===== src/rtl/fetch_align.sv =====
// -----------------------------------------------------------------------------
// fetch_align
//
// Instruction fetch / realign stage for an RV32IC pipeline. Issues word-aligned
// fetches to instruction memory, buffers the returned halfwords in a 4-entry
// queue and presents one 16-bit (compressed, zero-extended) or 32-bit
// instruction per valid/ready handshake. A 32-bit instruction may straddle a
// word boundary; it is simply the head two halfwords of the queue.
//
// Ports
//   clk             sole clock, rising edge
//   rst             synchronous, active-high reset
//   redirect_valid  taken branch/jump from later stages; flushes this stage
//   redirect_pc     redirect target (bit 0 ignored, bit 1 selects upper half)
//   imem_req        fetch request, always accepted by memory
//   imem_addr       word-aligned fetch address
//   imem_rvalid     response valid, exactly one cycle after each request
//   imem_rdata      response word, halfword at addr+0 in [15:0]
//   out_valid       instruction available
//   out_ready       decode accepts the instruction
//   out_pc          PC of the presented instruction
//   out_instr       presented instruction (compressed ones in [15:0])
//   out_compressed  1 when out_instr[1:0] != 2'b11
// -----------------------------------------------------------------------------
module fetch_align #(
    parameter logic [31:0] RESET_PC = 32'h0000_0000
) (
    input  logic        clk,
    input  logic        rst,
    input  logic        redirect_valid,
    input  logic [31:0] redirect_pc,
    output logic        imem_req,
    output logic [31:0] imem_addr,
    input  logic        imem_rvalid,
    input  logic [31:0] imem_rdata,
    output logic        out_valid,
    input  logic        out_ready,
    output logic [31:0] out_pc,
    output logic [31:0] out_instr,
    output logic        out_compressed
);

    localparam int QDEPTH = 4;

    // Halfword queue; entry 0 is always the head. Popping shifts the queue
    // down, pushing writes just above the surviving entries.
    logic [15:0] q_reg  [QDEPTH];
    logic [15:0] q_next [QDEPTH];
    logic [2:0]  count_reg;
    logic [2:0]  count_next;
    logic [31:0] head_pc_reg;
    logic [31:0] fetch_pc_reg;
    logic        drop_lo_reg;   // next accepted response only contributes [31:16]
    logic        kill_reg;      // outstanding response belongs to a flushed stream
    logic        inflight_reg;  // a request was issued last cycle

    logic        head_is32;
    logic        enough;
    logic        present;
    logic        fire;
    logic [1:0]  pop_n;
    logic [1:0]  push_n;
    logic        resp_ok;
    logic [15:0] push_lo;
    logic [15:0] push_hi;
    logic [2:0]  base;
    logic [3:0]  level;
    logic        fetch_ok;
    logic [31:0] redirect_word;
    logic        unused_redirect_bit0;

    assign unused_redirect_bit0 = redirect_pc[0];

    // -------------------------------------------------------------------------
    // Instruction extraction
    // -------------------------------------------------------------------------
    assign head_is32 = (q_reg[0][1:0] == 2'b11);
    assign enough    = head_is32 ? (count_reg >= 3'd2) : (count_reg >= 3'd1);
    assign present   = enough && !rst;

    assign out_valid      = enough && !redirect_valid && !rst;
    assign fire           = out_valid && out_ready;
    assign out_pc         = rst ? RESET_PC : head_pc_reg;
    assign out_compressed = present && !head_is32;

    always_comb begin
        out_instr = 32'h0000_0000;
        if (present) begin
            if (head_is32) begin
                out_instr = {q_reg[1], q_reg[0]};
            end else begin
                out_instr = {16'h0000, q_reg[0]};
            end
        end
    end

    assign pop_n = fire ? (head_is32 ? 2'd2 : 2'd1) : 2'd0;

    // -------------------------------------------------------------------------
    // Response acceptance
    // -------------------------------------------------------------------------
    // A redirect or reset in the same cycle overrides the push entirely (the
    // sequential block ignores q_next then), which is how the beat belonging
    // to a pre-redirect request is dropped.
    assign resp_ok = imem_rvalid && inflight_reg && !kill_reg;
    assign push_n  = resp_ok ? (drop_lo_reg ? 2'd1 : 2'd2) : 2'd0;
    assign push_lo = drop_lo_reg ? imem_rdata[31:16] : imem_rdata[15:0];
    assign push_hi = imem_rdata[31:16];

    // Entries surviving this cycle's pop; pops never exceed the count
    // because out_valid requires enough entries for the head instruction.
    assign base       = count_reg - {1'b0, pop_n};
    assign level      = {1'b0, base} + {2'b00, push_n};
    assign count_next = level[2:0];

    // A request issued now returns next cycle with up to two halfwords.
    // Without counting on any future pop, the queue must then still have room
    // for a full word: occupancy after this cycle must be at most 2.
    assign fetch_ok = (level <= 4'd2);

    assign redirect_word = {redirect_pc[31:2], 2'b00};
    assign imem_req      = !rst && (redirect_valid || fetch_ok);
    assign imem_addr     = redirect_valid ? redirect_word : fetch_pc_reg;

    // -------------------------------------------------------------------------
    // Queue next-state, one entry per generate iteration
    // -------------------------------------------------------------------------
    generate
        for (genvar gi = 0; gi < QDEPTH; gi++) begin : g_entry
            logic [15:0] shift1;
            logic [15:0] shift2;

            if (gi + 1 < QDEPTH) begin : g_s1
                assign shift1 = q_reg[gi + 1];
            end else begin : g_s1_zero
                assign shift1 = 16'h0000;
            end

            if (gi + 2 < QDEPTH) begin : g_s2
                assign shift2 = q_reg[gi + 2];
            end else begin : g_s2_zero
                assign shift2 = 16'h0000;
            end

            assign q_next[gi] =
                ((push_n != 2'd0) && ({1'b0, base} == 4'(gi)))          ? push_lo :
                ((push_n == 2'd2) && ({1'b0, base} + 4'd1 == 4'(gi)))   ? push_hi :
                (pop_n == 2'd2)                                        ? shift2  :
                (pop_n == 2'd1)                                        ? shift1  :
                                                                         q_reg[gi];
        end
    endgenerate

    // -------------------------------------------------------------------------
    // State
    // -------------------------------------------------------------------------
    always_ff @(posedge clk) begin
        if (rst) begin
            for (int i = 0; i < QDEPTH; i++) begin
                q_reg[i] <= 16'h0000;
            end
            count_reg    <= 3'd0;
            head_pc_reg  <= RESET_PC;
            fetch_pc_reg <= RESET_PC;
            drop_lo_reg  <= 1'b0;
            kill_reg     <= 1'b0;
            inflight_reg <= 1'b0;
        end else if (redirect_valid) begin
            // The request issued this cycle is the redirect's own fetch, so
            // the beat arriving next cycle is wanted; only the beat arriving
            // in this very cycle is stale, and it is never pushed.
            count_reg    <= 3'd0;
            head_pc_reg  <= {redirect_pc[31:1], 1'b0};
            fetch_pc_reg <= redirect_word + 32'd4;
            drop_lo_reg  <= redirect_pc[1];
            kill_reg     <= 1'b0;
            inflight_reg <= 1'b1;
        end else begin
            for (int i = 0; i < QDEPTH; i++) begin
                q_reg[i] <= q_next[i];
            end
            count_reg <= count_next;
            if (fire) begin
                head_pc_reg <= head_pc_reg + (head_is32 ? 32'd4 : 32'd2);
            end
            if (imem_req) begin
                fetch_pc_reg <= fetch_pc_reg + 32'd4;
            end
            if (resp_ok) begin
                drop_lo_reg <= 1'b0;
            end
            kill_reg     <= 1'b0;
            inflight_reg <= imem_req;
        end
    end

    // Occupancy must stay within 0..4.
    always_ff @(posedge clk) begin
        if (!rst && !redirect_valid) begin
            assert ({1'b0, pop_n} <= count_reg);
            assert (level <= 4'd4);
        end
    end

endmodule


===== config.mk =====
export PLATFORM = sky130hd
export DESIGN_NAME = fetch_align
export DESIGN_NICKNAME = d
export VERILOG_FILES = /design/src/rtl/fetch_align.sv
export SDC_FILE = /design/constraint.sdc
export NUM_CORES = 1
export LEC_CHECK = 0
export ABC_AREA = 1
export BUFFER_PORTS_ARGS = -buffer_cell sky130_fd_sc_hd__buf_2
export CAP_MARGIN = 20
export CORE_UTILIZATION = 48
export CTS_CLUSTER_SIZE = 25
export DETAILED_ROUTE_END_ITERATION = 10
export PLACE_DENSITY = 0.8
export SLEW_MARGIN = 5
export SYNTH_ARGS = -nofsm -noshare
export SYNTH_HDL_FRONTEND = slang
export SYNTH_SLANG_ARGS = --single-unit

===== constraint.sdc =====
create_clock -name clk -period 6.8 [get_ports clk]
set_input_delay 1.36 -clock clk [delete_from_list [all_inputs] [get_ports clk]]
set_output_delay 1.36 -clock clk [all_outputs]
set_load 0.05 [all_outputs]

* After elaboration in Yosys (flattened, before gate mapping)
Memory sizes are Yosys's and may differ from the RTL's.
Index checks and enable logic that the tools add are counted.
** Word-level totals
- Register bits after elaboration :: 69
- RAM bits :: 64
- Bits of input ports :: 69
- Output and inout port bits :: 99
- Logic and storage cells :: 99
- Memories kept :: 1
** Cells by class
- Add/sub/neg operators :: 6
- $lt $le $gt $ge :: 3
- Equality and inequality tests :: 10
- Mux-type cells :: 43
- Bitwise operators :: 4
- Reduce and logical (&&, ||, !) cells :: 26
** Memory list
- q_reg :: depth 4, width 16, read ports 4, clocked after memory_dff 0, write ports 4, line 47 : logic [15:0] q_reg [QDEPTH];
** Operators by type and width (number)
- $mux 16 :: 21
- $mux 32 :: 8
- $add 32x3->32 const B :: 2
- $add 32x3->32 :: 1
- $logic_and 1x1->1 :: 15
- $mux 1 :: 9
- $eq 4x2->1 const B :: 2
- $mux 2 :: 4
- $reduce_bool 2->1 :: 4
- $eq 2x2->1 const B :: 3
- $eq 3x2->1 const B :: 2
- $add 3x1->4 const B :: 1
- $add 3x2->4 :: 1
- $eq 4x1->1 const B :: 1
- $le 4x2->1 const B :: 1
- $logic_not 4->1 :: 1
- $or 1x1->1 :: 4
- $eq 3x1->1 const B :: 1
- $ge 3x1->1 const B :: 1
- $ge 3x2->1 const B :: 1
- $logic_not 1->1 :: 3
- $logic_not 3->1 :: 1
- $mux 3 :: 1
- $sub 3x2->3 :: 1
- 3 further kinds :: 3

* Logic depth before layout (Yosys ltp)
Gate-level depths: netlist of the first run.
An unclocked memory read counts as a cell.
- Depth in word-level cells :: 14
- Gate-level depth with buffers :: 21
- Depth with buffers taken out :: 20

* Worst setup path after synthesis of the first run
No wires, ideal clock.
- Path kind :: input to output
- Start :: input port rst
- End :: output port imem_req
- Arrival :: 4.932 ns
- Slack :: 0.508 ns
- Stages :: 14
- Path through :: buf_2 > nor2_4 > inv_1 > nor2_2 > nand2_2 > nor2_1 > ha_1 > inv_1 > fa_1 > fa_1 > nand2_1 > o21a_1 > nand2_1 > a21oi_1
** On the way
- Cells in the longest elaborated chain, start to end :: 9
** RTL lines
- start: declaration :: line 29 : input logic rst,
- $logic_not 1->1
- $logic_and 1x1->1 :: line 81 : assign out_valid = enough && !redirect_valid && !rst;
- named net out_valid :: line 36 : output logic out_valid,
- $logic_and 1x1->1 :: line 82 : assign fire = out_valid && out_ready;
- $mux 2 :: line 97 : assign pop_n = fire ? (head_is32 ? 2'd2 : 2'd1) : 2'd0;
- $sub 3x2->3 :: line 112 : assign base = count_reg - {1'b0, pop_n};
- $add 3x2->4 :: line 113 : assign level = {1'b0, base} + {2'b00, push_n};
- named net level[1] :: line 67 : logic [3:0] level;
- $le 4x2->1 :: line 119 : assign fetch_ok = (level <= 4'd2);
- $logic_or 1x1->1 :: line 122 : assign imem_req = !rst && (redirect_valid || fetch_ok);
- $logic_and 1x1->1 :: line 122
- end: declaration :: line 32 : output logic imem_req,
The timed path passes the listed nets, and every way through them passes these cells.

==> results.md, run 1 <==
* Critical path class: reg2out
* Chip Height at 140 um
* WL final at 28,300 um
* Drt drc at 0
* Max FFs per register at 64
* Post-DP Area at 10,100 um^2
* Synth Register Bits at 130
* Power per cell area at 216 nW/um^2
* Port Buffer Count at 163
* Unique cell type count in the Yosys netlist at 39
* Core area at 18,700 um^2
* Iteration-0 DRC Markers at 947
* Outcome: finished clean
* Hpwl dp at 20,000 um
* Mapped cell area at 9170 um^2
* Initial antenna violation count at 0
* Number of global-route vias before repair at 8,991
* Io pins at 168
* Layout area overhead at 16.7%
* Yosys Warn Count at 0
* Final setup fails at 0
* Finished Cell Area at 10,700 um^2
* P_leak at 5.13 nW
* Row count at 50
* Crit path capture type: output pin
* Arr. time, crit path at 4.70 ns
* Min Tclk post-route at 6.06 ns
* Unrepaired setup endpoints after global routing: false
* GP Congestion at 0.946
* H-tree depth at 4
* Worst-Margin Slew at 1.07 ns
* Total CTS buffers at 17
* Fin. Hold Viols at 0
* Clk sinks at 130
* Setup TNS at 0 ns
* Worst R2R Start: q_reg[0][0]
* Crit Path Max Fanout at 21
* Async SR Flop Fraction at 0
* Clock skew at 0.00734 ns
* Share of cells above drive strength 1 at 0.167
* Ys flop type: dfxtp_1
* Via Count at 9,864
* Initial Util at 0.490
* Syn Inst Count at 1,440
* Clk_lat worst skew at 0.43 ns
* Worst setup SP type: flip-flop
* Setup bufs post-CTS at 0
* Die area at 19,700 um^2
* Routed wire length per instance at 15.6 um
* Most common cell after layout, fill and taps aside: nand2_1
* Antenna viol nets, final at 0
* CTS resizes at 0
* Pin count of the biggest net entering global routing at 79
* Die Wd at 140 um
* Overall global routing resource usage at 0.292
* Hold Path Class: reg2reg
* Post-synth EDFFs at 64
* Achievable clock frequency at 165 MHz
* Global route total overflow at 0
* Clock Path Buffers at 2
* Crit. Startpoint: q_reg[0][0]
* # hold bufs at CTS at 0
* Critical Path RT at 5.44 ns
* Ant diodes at 0
* Clock tree from TritonCTS: yes
* Sequential area share after synthesis at 0.354
* Fill count at 1,795
* Worst-path clk slew at 0.06 ns
* Final Cycle Share at 0.890
* Commonest cells after routing, fill and taps aside: nand2_1, inv_1, buf_2
* Drt via density at 5.43
* Slew HR at 0.286
* Slew Limit Fails at 0
* Synth Area per Inst at 6.37 um^2
* First-pass GRT wire length at 45,200 um
* Fin nets at 1,648
* Max IR drop VDD at 0.185 mV
* Root buf cell: clkbuf_16
* Hold_sp: fetch_pc_reg[15]
* Max cap viols at 0
* TritonRoute pass-1 iters at 5
synth_stat cells, types with 4 or more instances:
cell type  instances  area, um^2
edfxtp_1          64        1920
inv_1            223         837
o21ai_0          133         666
xor2_1            17         149
nor2_2            11        68.8
nor3_1            13        65.1
dfxtp_1           66        1320
nor2_1           135         507
buf_4              6        45.0
a31oi_1           27         169
o211ai_1           6        45.0
nand2_1          405        1520
inv_2              5        18.8
nand3_1          104         521
ha_1               6        75.1
buf_1              4        15.0
nand2_2           27         169
nand4_1           18         113
clkbuf_1          47         176
a21oi_1           83         415
buf_2             10        50.1
critical path: stages, from the launching register on:
cell and delay [ns]:
edfxtp_1 0.38, nand2_1 0.28, inv_1 0.48, o21ai_1 0.30, inv_1 0.15, nor2_2 0.14
nand2_2 0.19, nor2_1 0.14, ha_1 0.16, inv_1 0.04, fa_1 0.65, fa_1 0.49
nand2_1 0.08, o21a_1 0.11, nand2_1 0.16, a21oi_1 0.21, buf_2 0.29
logic make-up (layout without fill, tap and decap cells):
kind of cell | Yosys count | count (layout) | share of synthesized area
AO/OA/AOI/OAI | 260 | 260 | 0.150
AND/OR/NAND/NOR | 724 | 724 | 0.338
adder cells (fa/ha/maj) | 9 | 9 | 0.0147
flip-flops | 130 | 130 | 0.354
buffers and inverters | 299 | 440 | 0.128
other | 1 | 3 | 0.000409
XOR/XNOR | 17 | 17 | 0.0162
final timing paths:
path / slack [ns] / to / cells past startpoint
setup / recovery: 0.74 / imem_req / 16
hold / removal: 0.47 / fetch_pc_reg[15] / 2
setup reg to reg: 1.28 / q_reg[1][7] / 19
hold reg to reg: 0.47 / fetch_pc_reg[15] / 2
per-layer routing:
layer | track usage | share of wire
met1 | 0.356 | 0.39
met2 | 0.509 | 0.48
met3 | 0.0421 | 0.093
met4 | 0.135 | 0.035
met5 | 0 | 0
power by group:
part	switching [mW]	internal (mW)
clock	0.380	0.579
sequential	0.0308	0.881
combinational	0.330	0.111
total	0.740	1.57
area by class of cell:
type / instances / area, um^2 / share of cell area
well taps: 234 / 293 / 0.0273
flip-flops and latches: 130 / 3240 / 0.303
repair buffers: 178 / 928 / 0.0867
clock buffers: 17 / 425 / 0.0397
multi-input cells: 1013 / 4770 / 0.446
clock inverters: 15 / 184 / 0.0172
inverters: 230 / 863 / 0.0806
through the flow:
step	total power, mW	setup WS, ns	util	hold slack [ns]	std cells
floorplan	1.24	0.508	-	0.441	1442
global placement	1.35	0.958	0.540	0.448	1785
detailed placement	1.36	0.906	0.540	0.457	1785
CTS	2.31	0.747	0.572	0.466	1817
global route	2.39	0.484	0.572	0.474	1817
finish	2.31	0.745	0.572	0.468	1817
(Power assumes the default switching activity.)
==> run 2, diff against run 1 <==
--- a/config.mk
+++ b/config.mk
@@ -6,9 +6,10 @@
 export NUM_CORES = 1
 export LEC_CHECK = 0
 export ABC_AREA = 1
-export BUFFER_PORTS_ARGS = -buffer_cell sky130_fd_sc_hd__buf_2
+export BUFFER_PORTS_ARGS = -buffer_cell sky130_fd_sc_hd__buf_4
 export CAP_MARGIN = 20
 export CORE_UTILIZATION = 48
+export CTS_CLUSTER_DIAMETER = 150
 export CTS_CLUSTER_SIZE = 25
 export DETAILED_ROUTE_END_ITERATION = 10
 export PLACE_DENSITY = 0.8
==> run 2 against run 1 <==
Compared with the run above: critical path depth did not move; routed wire length rose by 2.9%; first-iteration DRC count rose by 1.3%; power rose by 1.6%; clock-buffer cell count did not move; clock power rose by 0.5%; critical path type unchanged.
==> results.md, run 2 (synthesized netlist as in run 1, its figures left out) <==
* Clk_lat worst skew at 0.43 ns (about the same)
* CTS resizes at 0 (unchanged)
* Critical Path RT at 5.44 ns (about the same)
* R2R cell count at 20 (was 19)
* Drt drc at 0 (unchanged)
* Place WS at 0.915 ns (was 0.906 ns)
* Pin count of the biggest net entering global routing at 79 (unchanged)
* Final Non-Filler Cells at 1,819 (was 1,817)
* Crit path capture type: output pin (unchanged)
* Via Count at 9,938 (was 9,864)
* Max cap viols at 0 (unchanged)
* Fin nets at 1,650 (was 1,648)
* Crit Path Max Fanout at 21 (unchanged)
* Max FFs per register at 64 (unchanged)
* Global route total overflow at 0 (unchanged)
* Share of cells above drive strength 1 at 0.168 (was 0.167)
* Io pins at 168 (unchanged)
* Chip Height at 140 um (unchanged)
* Worst-path clk slew at 0.06 ns (about the same)
* Slew Limit Fails at 0 (unchanged)
* Worst setup margin at 0.791 ns (was 0.745 ns)
* Worst-Margin Slew at 1.05 ns (was 1.07 ns)
* Clock skew at 0.00866 ns (was 0.00734 ns)
* # hold bufs at CTS at 0 (unchanged)
* First-pass GRT wire length at 46,000 um (was 45,200 um)
* Final Cycle Share at 0.884 (was 0.890)
* Max IR drop VDD at 0.196 mV (was 0.185 mV)
* Layout area overhead at 21.3% (was 16.7%)
* Initial antenna violation count at 0 (unchanged)
* Ant diodes at 0 (unchanged)
* Root buf cell: clkbuf_16 (unchanged)
* Cells after DPL at 1,787 (was 1,785)
* Total CTS buffers at 17 (unchanged)
* Hold Path Class: reg2reg (unchanged)
* Clock Path Buffers at 2 (unchanged)
* Fin. Hold Viols at 0 (unchanged)
* Setup bufs post-CTS at 0 (unchanged)
* Setup TNS at 0 ns (unchanged)
* Clock tree from TritonCTS: yes (unchanged)
* Overall global routing resource usage at 0.299 (was 0.292)
* Unrepaired setup endpoints after global routing: false (unchanged)
* Finished Cell Area at 11,100 um^2 (was 10,700 um^2)
* TritonRoute pass-1 iters at 5 (unchanged)
* Slew HR at 0.297 (was 0.286)
* Critical path class: reg2out (unchanged)
* Outcome: finished clean (unchanged)
* Worst-path cell chain: nand2_1 -> inv_1 -> o21ai_1 -> inv_1 -> nor2_2 -> nand2_2 -> nor2_1 -> ha_1 -> inv_1 -> fa_1 -> fa_1 -> nand2_1 -> o21a_1 -> nand2_1 -> a21oi_1 -> buf_4 (was nand2_1 -> inv_1 -> o21ai_1 -> inv_1 -> nor2_2 -> nand2_2 -> nor2_1 -> ha_1 -> inv_1 -> fa_1 -> fa_1 -> nand2_1 -> o21a_1 -> nand2_1 -> a21oi_1 -> buf_2)
* Number of global-route vias before repair at 8,928 (was 8,991)
* Final setup fails at 0 (unchanged)
* Clk sinks at 130 (unchanged)
* Die Wd at 140 um (unchanged)
* Total power at 2.35 mW (was 2.31 mW)
* Commonest cells after routing, fill and taps aside: nand2_1, inv_1, buf_4 (was nand2_1, inv_1, buf_2)
* WL final at 29,200 um (was 28,300 um)
* Die area at 19,700 um^2 (unchanged)
* Core area at 18,700 um^2 (unchanged)
* Port Buffer Count at 163 (unchanged)
* Drt via density at 5.46 (was 5.43)
* Hpwl dp at 20,200 um (was 20,000 um)
* Row count at 50 (unchanged)
* P_leak at 5.21 nW (was 5.13 nW)
* Power per cell area at 211 nW/um^2 (was 216 nW/um^2)
* Achievable clock frequency at 166 MHz (was 165 MHz)
* Crit-path max cell delay at 0.67 ns (was 0.65 ns)
* Iteration-0 DRC Markers at 959 (was 947)
* H-tree depth at 4 (unchanged)
* Worst setup SP type: flip-flop (unchanged)
* Worst hold path stage count at 2 (unchanged)
* Routed wire length per instance at 16.0 um (was 15.6 um)
* Most common cell after layout, fill and taps aside: nand2_1 (unchanged)
* Min Tclk post-route at 6.01 ns (was 6.06 ns)
* Initial Util at 0.490 (unchanged)
* Post-DP Area at 10,500 um^2 (was 10,100 um^2)
* Antenna viol nets, final at 0 (unchanged)
* CP max-delay cell: fa_1 (unchanged)
* Arr. time, crit path at 4.65 ns (was 4.70 ns)
* GP Congestion at 0.950 (was 0.946)
[run 2: changes by cell type in the layout (fill, tap and decap cells not counted), sizes merged]
cell,change
buf,+2
[run 2: final timing paths]
path,end,slack (ns),from
setup / recovery,imem_req,0.79,q_reg[0][1]
hold / removal,fetch_pc_reg[19],0.47,fetch_pc_reg[19]
hold reg to reg,fetch_pc_reg[19],0.47,fetch_pc_reg[19]
setup reg to reg,q_reg[1][13],1.87,q_reg[0][1]
[run 2: per-stage QoR]
stage	util	hold slack [ns]
after floorplan	-	0.441
after global placement	0.562	0.448
after detailed placement	0.562	0.459
after CTS	0.595	0.468
after global routing	0.595	0.482
final	0.595	0.470
[run 2: critical path: cells and delay by family, from the launching register on]
kind                       cells  cell delay [ns]
DFF                            1             0.39
buffers and inverters          4             0.90
adders and majority gates      3             1.33
and+or+nand+nor                6             0.95
AOI/OAI and AO/OA              3             0.66
[run 2: per-layer routing]
layer | wire length, um | up-vias | GRT usage
met5 | 0 | - | 0
li1 | - | 4853 | -
met3 | 2780 | 59 | 0.0571
met1 | 11700 | 4477 | 0.371
met4 | 884 | 0 | 0.121
met2 | 13800 | 549 | 0.508
[run 2: report_power, final]
| part | switching [mW] | internal (mW) |
|---|---|---|
| registers | 0.0309 | 0.881 |
| clock network | 0.386 | 0.579 |
| logic | 0.335 | 0.138 |
| total | 0.751 | 1.60 |
[run 2: final cells by class]
class | instances | area [um^2]
fill | 1712 | 7570
tap | 234 | 293
multi-input combinational | 1013 | 4770
sequential | 130 | 3240
timing repair buffer | 180 | 1350
inverter | 230 | 863
clock inverter | 15 | 184
clock buffer | 17 | 425
==> run 3, diff against run 2 <==
--- a/config.mk
+++ b/config.mk
@@ -8,11 +8,10 @@
 export ABC_AREA = 1
 export BUFFER_PORTS_ARGS = -buffer_cell sky130_fd_sc_hd__buf_4
 export CAP_MARGIN = 20
-export CORE_UTILIZATION = 48
+export CORE_UTILIZATION = 35
 export CTS_CLUSTER_DIAMETER = 150
 export CTS_CLUSTER_SIZE = 25
 export DETAILED_ROUTE_END_ITERATION = 10
-export PLACE_DENSITY = 0.8
 export SLEW_MARGIN = 5
 export SYNTH_ARGS = -nofsm -noshare
 export SYNTH_HDL_FRONTEND = slang
==> run 3 against run 2 <==
Compared with the run above: sequential power about the same; via count shrank 4.0%; first-iteration DRC count down 11%; largest cell class unchanged; flip-flop and latch count unchanged; utilization fell by 15 points.
==> results.md, run 3 (synthesized netlist as in run 1, its figures left out) <==
* Outcome: finished clean (unchanged)
* CTS resizes at 0 (unchanged)
* Crit Path Max Fanout at 42 (was 21)
* Max IR drop VDD at 0.148 mV (was 0.196 mV)
* Hpwl dp at 22,300 um (was 20,200 um)
* Fin Hold WS at 0.463 ns (was 0.470 ns)
* Die Wd at 164 um (was 140 um)
* Hold Path Class: reg2reg (unchanged)
* Layout area overhead at 22.4% (was 21.3%)
* Clock tree from TritonCTS: yes (unchanged)
* Antenna viol nets, final at 0 (unchanged)
* H-tree depth at 4 (unchanged)
* Setup bufs post-CTS at 0 (unchanged)
* Ant diodes at 0 (unchanged)
* Slew Limit Fails at 0 (unchanged)
* Worst-Margin Slew at 1.11 ns (was 1.05 ns)
* Clock Path Buffers at 2 (unchanged)
* R2R cell count at 16 (was 20)
* Initial antenna violation count at 0 (unchanged)
* Io pins at 168 (unchanged)
* Routed wire length per instance at 16.2 um (was 16.0 um)
* P_leak at 5.22 nW (was 5.21 nW)
* Top cell by count, worst path: buf_4
* Share of power burned in registers at 0.393 (was 0.388)
* Port Buffer Count at 163 (unchanged)
* Max FFs per register at 64 (unchanged)
* Arr. time, crit path at 4.34 ns (was 4.65 ns)
* Crit. Startpoint: redirect_valid (was q_reg[0][1])
* Slew HR at 0.256 (was 0.297)
* Most common cell after layout, fill and taps aside: nand2_1 (unchanged)
* Via Count at 9,537 (was 9,938)
* Number of global-route vias before repair at 8,465 (was 8,928)
* Chip Height at 164 um (was 140 um)
* Drt drc at 0 (unchanged)
* Worst-path clk slew at 0.07 ns (was 0.06 ns)
* Reg2reg setup slack at 1.96 ns (was 1.87 ns)
* Clock skew at 0.0128 ns (was 0.00866 ns)
* Clock network fraction of total power at 0.402 (was 0.411)
* Unrepaired setup endpoints after global routing: false (unchanged)
* Achievable clock frequency at 175 MHz (was 166 MHz)
* Initial Util at 0.360 (was 0.490)
* # hold bufs at CTS at 0 (unchanged)
* Net Sw Frac at 0.336 (was 0.320)
* Drt via density at 4.98 (was 5.46)
* Pin count of the biggest net entering global routing at 80 (was 79)
* Setup TNS at 0 ns (unchanged)
* Global route total overflow at 0 (unchanged)
* Die area at 26,900 um^2 (was 19,700 um^2)
* Worst R2R End: q_reg[3][15] (was q_reg[1][13])
* Clk_lat worst skew at 0.43 ns (about the same)
* Final setup fails at 0 (unchanged)
* Commonest cells after routing, fill and taps aside: nand2_1, inv_1, buf_4 (unchanged)
* Crit path capture type: output pin (unchanged)
* First-pass GRT wire length at 47,400 um (was 46,000 um)
* Worst setup SP type: input pin (was flip-flop)
* Worst R2R Start: q_reg[0][0] (was q_reg[0][1])
* Root buf cell: clkbuf_16 (unchanged)
* Crit-path max cell delay at 0.72 ns (was 0.67 ns)
* Comb pwr share at 0.205 (was 0.201)
* Power per cell area at 206 nW/um^2 (was 211 nW/um^2)
* Overall global routing resource usage at 0.233 (was 0.299)
* Row count at 58 (was 50)
* GP Congestion at 0.912 (was 0.950)
* Total CTS buffers at 17 (unchanged)
* Iteration-0 DRC Markers at 854 (was 959)
* WL final at 31,000 um (was 29,200 um)
* Total internal power at 1.54 mW (was 1.60 mW)
* CP max-delay cell: fa_1 (unchanged)
* Core area at 25,500 um^2 (was 18,700 um^2)
* Worst-path cell chain: buf_4 -> nor2_4 -> buf_4 -> and3_1 -> nand2_2 -> fa_1 -> fa_1 -> nand2_1 -> o21a_1 -> nand2_1 -> a21oi_1 -> buf_4 (was nand2_1 -> inv_1 -> o21ai_1 -> inv_1 -> nor2_2 -> nand2_2 -> nor2_1 -> ha_1 -> inv_1 -> fa_1 -> fa_1 -> nand2_1 -> o21a_1 -> nand2_1 -> a21oi_1 -> buf_4)
* Cells after DPL at 1,884 (was 1,787)
* Share of cells above drive strength 1 at 0.169 (was 0.168)
* Fin nets at 1,651 (was 1,650)
* Clk sinks at 130 (unchanged)
* Critical Path RT at 5.44 ns (about the same)
* Min Tclk post-route at 5.70 ns (was 6.01 ns)
* Total power at 2.32 mW (was 2.35 mW)
* Final Cycle Share at 0.839 (was 0.884)
* Final Non-Filler Cells at 1,916 (was 1,819)
* Switching power of the nets at 0.777 mW (was 0.751 mW)
* TritonRoute pass-1 iters at 5 (unchanged)
* Crit path to: imem_req (unchanged)
* Max cap viols at 0 (unchanged)
* Critical path class: in2out (was reg2out)
* Fin. Hold Viols at 0 (unchanged)
## run 3: cell count changes in the layout (fill, tap and decap cells not counted)
cell        delta
inv_6          +5
clkinvlp_4     -4
inv_8          +3
bufinv_16      -2
buf_4          +1
clkinv_2       -1
clkinv_4       -1
## run 3: final cells by class
| cell class | count | area [um^2] |
|---|---|---|
| fill | 2741 | 14200 |
| multi-input combinational | 1013 | 4770 |
| sequential | 130 | 3240 |
| timing repair buffer | 181 | 1360 |
| inverter | 230 | 863 |
| clock buffer | 17 | 425 |
| tap | 330 | 413 |
| clock inverter | 15 | 158 |
## run 3: power by group through the flow
| stage | registers, mW | clock network [mW] | logic, mW |
|---|---|---|---|
| 2_1_floorplan | 0.919 | 0 | 0.320 |
| 3_3_place_gp | 0.925 | 0 | 0.469 |
| 3_5_place_dp | 0.926 | 0 | 0.471 |
| 4_1_cts | 0.909 | 0.945 | 0.473 |
| 5_1_grt | 0.916 | 0.976 | 0.516 |
| 6_report | 0.909 | 0.932 | 0.474 |
## run 3: per-stage QoR
step                utilization  worst slack [ns]  instance area [um^2]
floorplan                     -             0.508                  9180
global placement          0.418              1.15                 10600
detailed placement        0.418              1.09                 10600
CTS                       0.441              1.09                 11200
global route              0.441             0.852                 11200
finish                    0.441              1.10                 11200
## run 3: worst min-delay path by stage
stage                           from          endpoint  depth (start not counted)
finish               fetch_pc_reg[5]   fetch_pc_reg[5]                          2
global route        fetch_pc_reg[19]  fetch_pc_reg[19]                          2
CTS                  fetch_pc_reg[5]   fetch_pc_reg[5]                          2
detailed placement   fetch_pc_reg[5]   fetch_pc_reg[5]                          2
global placement     fetch_pc_reg[4]   fetch_pc_reg[4]                          2
floorplan            fetch_pc_reg[4]   fetch_pc_reg[4]                          2
## run 3: worst max-delay path, delay by kind of cell
family | cells | cell delay (ns)
AND/OR/NAND/NOR | 5 | 0.67
buffers and inverters | 3 | 0.76
AO/OA/AOI/OAI | 2 | 0.33
adder cells (fa/ha/maj) | 2 | 1.21
## run 3: routing by layer
metal,share of wire,up-vias,routed length [um],global-route usage
li1,-,4864,-,-
met1,0.48,4329,14800,0.337
met2,0.45,317,13900,0.360
met3,0.059,27,1840,0.0343
met4,0.015,0,459,0.0593
met5,0,-,0,0
